==> src/rtl/fp_convert_writeback_pkg.sv <==
// Shared types for the FP converter writeback stage.
//   word_t / uint64_t / fflags_t : result and exception-flag types
//   FpWritebackEntry             : one buffered converter result
package fp_convert_writeback_pkg;

  typedef logic [31:0] word_t;
  typedef logic [63:0] uint64_t;
  typedef logic [4:0]  fflags_t;

  // Flag bit order: {NV, DZ, OF, UF, NX}
  localparam fflags_t FFLAGS_NONE = 5'b00000;

  typedef struct packed {
    logic       isIntDest;
    logic [4:0] rd;
    uint64_t    value;
    fflags_t    flags;
  } FpWritebackEntry;

  // Integer results are zero-extended into the shared 64-bit value slot.
  function automatic FpWritebackEntry make_entry(
    input logic       is_int,
    input logic [4:0] rd,
    input word_t      int_res,
    input uint64_t    fp_res,
    input fflags_t    flags
  );
    FpWritebackEntry e;
    e.isIntDest = is_int;
    e.rd        = rd;
    e.value     = is_int ? {32'b0, int_res} : fp_res;
    e.flags     = flags;
    return e;
  endfunction

endpackage

==> src/rtl/fp_writeback_fifo.sv <==
// Generic DEPTH-entry valid/ready FIFO with synchronous flush.
//   i_valid/o_ready/i_data : enqueue side (accept when i_valid && o_ready)
//   o_valid/o_data/i_pop   : head side (pop when i_pop && o_valid)
//   flush                  : empties the FIFO at the edge, drops a same-cycle push
// o_ready depends only on registered count, never on i_pop.
module fp_writeback_fifo #(
  parameter int  DEPTH = 2,
  parameter type T     = logic [7:0]
) (
  input  logic clk,
  input  logic rst,
  input  logic flush,
  input  logic i_valid,
  output logic o_ready,
  input  T     i_data,
  output logic o_valid,
  output T     o_data,
  input  logic i_pop
);

  localparam int AW = (DEPTH > 1) ? $clog2(DEPTH) : 1;
  localparam int CW = $clog2(DEPTH) + 1;

  T                r_mem [DEPTH];
  logic [AW-1:0]   r_wr_ptr, r_rd_ptr;
  logic [CW-1:0]   r_count;
  logic            w_push, w_pop;

  assign o_ready = (r_count < CW'(DEPTH));
  assign o_valid = (r_count != '0);
  assign o_data  = r_mem[r_rd_ptr];

  assign w_push  = i_valid && o_ready && !flush;
  assign w_pop   = i_pop && o_valid && !flush;

  // DEPTH is a power of two, so pointers wrap naturally.
  always_ff @(posedge clk or posedge rst) begin
    if (rst) begin
      r_wr_ptr <= '0;
      r_rd_ptr <= '0;
      r_count  <= '0;
    end else if (flush) begin
      r_wr_ptr <= '0;
      r_rd_ptr <= '0;
      r_count  <= '0;
    end else begin
      if (w_push) r_wr_ptr <= r_wr_ptr + AW'(1);
      if (w_pop)  r_rd_ptr <= r_rd_ptr + AW'(1);
      r_count <= r_count + CW'(w_push) - CW'(w_pop);
    end
  end

  // Storage needs no reset: contents are only observed through o_valid.
  always_ff @(posedge clk) begin
    if (w_push) r_mem[r_wr_ptr] <= i_data;
  end

endmodule

==> src/rtl/fp_convert_writeback.sv <==
// Writeback stage after the FP converter.
//   inValid/inReady + result fields : converter result intake (buffered in a FIFO)
//   wbGrant                         : arbiter grant for the head's write port
//   int*/fp* write ports            : register-file writes driven from the FIFO head
//   csrFlagsWrite/csrFlagsValue     : CSR write of fflags
//   fflags                          : accumulated exception flags of retired results
//   flush                           : discards buffered and incoming results
//   busy                            : FIFO non-empty
module fp_convert_writeback
  import fp_convert_writeback_pkg::*;
#(
  parameter int DEPTH = 2
) (
  input  logic        clk,
  input  logic        rst,
  input  logic        inValid,
  output logic        inReady,
  input  word_t       inIntResult,
  input  uint64_t     inFpResult,
  input  fflags_t     inFlags,
  input  logic [4:0]  inRd,
  input  logic        inIsIntDest,
  input  logic        flush,
  input  logic        wbGrant,
  output logic        intWriteEnable,
  output logic [4:0]  intWriteAddr,
  output word_t       intWriteValue,
  output logic        fpWriteEnable,
  output logic [4:0]  fpWriteAddr,
  output uint64_t     fpWriteValue,
  input  logic        csrFlagsWrite,
  input  fflags_t     csrFlagsValue,
  output fflags_t     fflags,
  output logic        busy
);

  FpWritebackEntry w_in_entry, w_head;
  logic            w_head_valid;
  logic            w_x0_write;
  logic            w_retire;
  fflags_t         w_retire_flags;
  fflags_t         r_fflags;

  assign w_in_entry = make_entry(inIsIntDest, inRd, inIntResult, inFpResult, inFlags);

  fp_writeback_fifo #(
    .DEPTH (DEPTH),
    .T     (FpWritebackEntry)
  ) u_fifo (
    .clk     (clk),
    .rst     (rst),
    .flush   (flush),
    .i_valid (inValid),
    .o_ready (inReady),
    .i_data  (w_in_entry),
    .o_valid (w_head_valid),
    .o_data  (w_head),
    .i_pop   (w_retire)
  );

  // Writes to x0 are architecturally discarded, so they retire without a grant.
  assign w_x0_write     = w_head.isIntDest && (w_head.rd == 5'd0);
  assign w_retire       = w_head_valid && !flush && (wbGrant || w_x0_write);
  assign w_retire_flags = w_retire ? w_head.flags : FFLAGS_NONE;

  assign intWriteEnable = w_head_valid && w_head.isIntDest && (w_head.rd != 5'd0) && !flush;
  assign fpWriteEnable  = w_head_valid && !w_head.isIntDest && !flush;
  assign intWriteAddr   = w_head_valid ? w_head.rd : 5'd0;
  assign intWriteValue  = w_head_valid ? w_head.value[31:0] : '0;
  assign fpWriteAddr    = w_head_valid ? w_head.rd : 5'd0;
  assign fpWriteValue   = w_head_valid ? w_head.value : '0;
  assign busy           = w_head_valid;

  // A retiring result is older than a same-cycle CSR write, yet its flags
  // still land on top of the CSR value.
  always_ff @(posedge clk or posedge rst) begin
    if (rst)                r_fflags <= FFLAGS_NONE;
    else if (csrFlagsWrite) r_fflags <= csrFlagsValue | w_retire_flags;
    else                    r_fflags <= r_fflags | w_retire_flags;
  end

  assign fflags = r_fflags;

endmodule

==> config.mk <==
export PLATFORM = sky130hd
export DESIGN_NAME = fp_convert_writeback
export DESIGN_NICKNAME = d
export VERILOG_FILES = /design/src/rtl/fp_convert_writeback_pkg.sv /design/src/rtl/fp_writeback_fifo.sv /design/src/rtl/fp_convert_writeback.sv
export SDC_FILE = /design/constraint.sdc
export NUM_CORES = 1
export LEC_CHECK = 0
export ABC_AREA = 1
export CELL_PAD_IN_SITES_DETAIL_PLACEMENT = 1
export CELL_PAD_IN_SITES_GLOBAL_PLACEMENT = 1
export CORE_MARGIN = 10
export CORE_UTILIZATION = 38
export DETAILED_ROUTE_END_ITERATION = 7
export HOLD_SLACK_MARGIN = 0.08
export PLACE_DENSITY = 0.92
export SLEW_MARGIN = 20
export SYNTH_ARGS = -nofsm -noshare
export SYNTH_HDL_FRONTEND = slang
export SYNTH_SLANG_ARGS = --single-unit
==> constraint.sdc <==
create_clock -name clk -period 10.75 [get_ports clk]
set_input_delay 1.6125 -clock clk [delete_from_list [all_inputs] [get_ports clk]]
set_output_delay 1.6125 -clock clk [all_outputs]
set_load 0.005 [all_outputs]
==> reports/qor.txt <==
Combinational share of power: 31.2%
Area Growth Syn to Fin: 40.1%
Mean post-synth cell area: 11.5 um2
GR Overflow Total: 0
CTS max path bufs: 2
PD cells: 199 mW/mm2
Via Count: 5004
Max Fclk: 0.206 GHz
Syn_nets: 730
Most frequent cells in the layout: clkdlybuf4s50_1, nand2_1, edfxtp_1
Tot GR Track Use: 16.7%
Most used cell, CP: clkdlybuf4s50_1
Unique masters post-synth: 25
Finished Layout Cells: 1040
Antenna diodes: 0
Final Cycle Share: 45.1%
Dpl ws: 5900 ps
RSZ-0062 raised after global routing: no
Post-Syn Instances: 610
Worst-skew pair later-pin latency: 410 ps
RD Place Congestion: 0.755
Commonest non-fill, non-tap cell in the layout: clkdlybuf4s50_1
Sequential Power Share: 38.4%
# rows: 49
Setup tns final: 0 ps
Int Pwr: 1.40 mW
Register Area: 0.00473 mm2
Skew final: 8.02 ps
CP peak stage delay: 530 ps
PortBufs: 232
Multi-input gate area: 0.00169 mm2
Switching share of power: 28.2%
Via density per instance: 4.81
DRC viols: 0
GRT met2 Usage: 30.5%
CTS root buffer: clkbuf_16
CTS Hold Buffers Added: 0
Sequential-to-total area share from yosys stat: 67.5%
Buf+Inv Stages, Crit Path: 3
Final ANT Viol Nets: 0
Crit start category: input pin
Warnings from Yosys: 0
Pleak: 3.68 nW
CP max-delay cell: clkdlybuf4s50_1
# fillers: 1900
Met1 Use GR: 17.8%
Largest net degree at the start of global routing: 77
Inserted Clock Buffers: 17
P_sw: 551 uW
Die H: 156 um
CTS clk-pin slew, worst paths: 60 ps
Detailed placement HPWL: 13900 um
Met3 Usage GRT: 5.07%
Hold Slack: 503 ps
Die Wd: 156 um
Dpl cell area: 0.00925 mm2
Initial drt markers: 181
Final instance area: 0.00983 mm2
Starting Density: 38.8%
Nets: 919
Clk pwr share: 30.4%
Vias in the first global route: 5558
Worst-path maximum fanout: 5
Power Total: 1.95 mW
CTS HTree Levels: 4
CP delay by family, top: buffers and inverters
Hold/Removal Path Class: reg2reg
Status: finished clean
First-pass GRT wire length: 31500 um
Rel. slew slack: 29.7%
Initial antenna violation count: 1
Fin util: 54.3%
WL final: 20400 um
CTS tree: built
Resized Gates After CTS: 0
Placed Cells: 1009
Final setup fails: 0
Type of the worst setup path: in2out
Full die area: 0.0243 mm2
GR peak layer: met2
Data arrival time of the critical path: 3240 ps
R2R setup slack: 7910 ps
Critical path required time: 9140 ps
Max Slew Vio Count: 0
Routed len/inst: 19.6 um
Core Area: 0.0181 mm2
Final min period: 4850 ps
Sink Count: 159
Setup ws final: 5900 ps
CP Cell Sequence: clkdlybuf4s50_1 -> inv_1 -> nand2_1 -> nor2_1 -> a21boi_0 -> clkdlybuf4s50_1
TritonRoute pass-1 iters: 4
Final hold violations: 0
Top Ports: 233
Peak VDD IR: 116 uV
Seq cells post-synth: 159
Setup Buffers After CTS: 0
Post-Syn Area: 0.00701 mm2
Tightest Pin Transition: 1060 ps
Fraction of layout cells with a size suffix above 1: 9.49%
# Max-Cap Violations: 0
Critical Path Sink Type: output port
flip-flops by register name, indices dropped and copies added (netlist names):
name             count
u_fifo.r_mem       150
u_fifo.r_count       2
u_fifo.r_rd_ptr      1
fflags               5
u_fifo.r_wr_ptr      1
power groups by stage:
stage               registers [mW]  clock network [mW]  logic (mW)
detailed placement           0.762                   0       0.625
global placement             0.759                   0       0.612
floorplan                    0.762                   0       0.295
CTS                          0.750               0.608       0.629
finish                       0.749               0.593       0.610
global route                 0.753               0.638       0.672
worst min-delay path, cell delays in order (launching register included):
cell and delay, ps:
dfrtp_1 340, mux2i_1 70, nand2_1 60
worst paths after layout:
| path | startpoint | end | cells after the start |
|---|---|---|---|
| worst max register to register | u_fifo.r_rd_ptr | u_fifo.r_count[0] | 13 |
| worst max-delay path | flush | intWriteEnable | 6 |
| max in group asynchronous | rst | u_fifo.r_rd_ptr | 2 |
| worst min register to register | fflags[4] | fflags[4] | 2 |
| worst min-delay path | fflags[4] | fflags[4] | 2 |
| min in group asynchronous | rst | fflags[2] | 2 |
synth_stat cells, drive strengths merged:
| cell | number | area, um2 |
|---|---|---|
| dfrtp | 9 | 225 |
| mux2i | 5 | 50.1 |
| o21ai | 2 | 10.0 |
| ha | 2 | 25.0 |
| buf | 54 | 375 |
| mux2 | 32 | 360 |
| nor2 | 44 | 170 |
| a21boi | 1 | 7.51 |
| inv | 47 | 176 |
| a21oi | 67 | 335 |
| edfxtp | 150 | 4500 |
| clkbuf | 14 | 52.6 |
| nand2 | 177 | 677 |
| xnor2 | 1 | 8.76 |
| xor2 | 1 | 8.76 |
| nand3 | 4 | 25.0 |
per-layer routing:
layer / routed length (um) / share of wire, %
met3: 1230 / 6.0
met5: 7 / 0.034
met4: 316 / 1.5
met1: 7600 / 37
met2: 11200 / 55
area by class of cell:
cell class,instances,share of cell area (%)
flip-flops and latches,159,48.1
repair buffers,238,24.0
multi-input cells,336,17.2
clock buffers,19,4.41
well taps,229,2.92
inverters,47,1.80
clock inverters,12,1.46
cell families (layout without fill, tap and decap cells):
kind of cell    count (synthesis)  count (layout)  synth area share (%)
xor+xnor                        2               2                 0.250
compound gates                 70              70                  5.03
flops                         159             159                  67.5
fa+ha+maj                       2               2                 0.357
mux                            37              37                  5.85
simple gates                  225             225                  12.4
buf+inv                       115             316                  8.62
No activity file was read; power rests on OpenSTA's default activity.
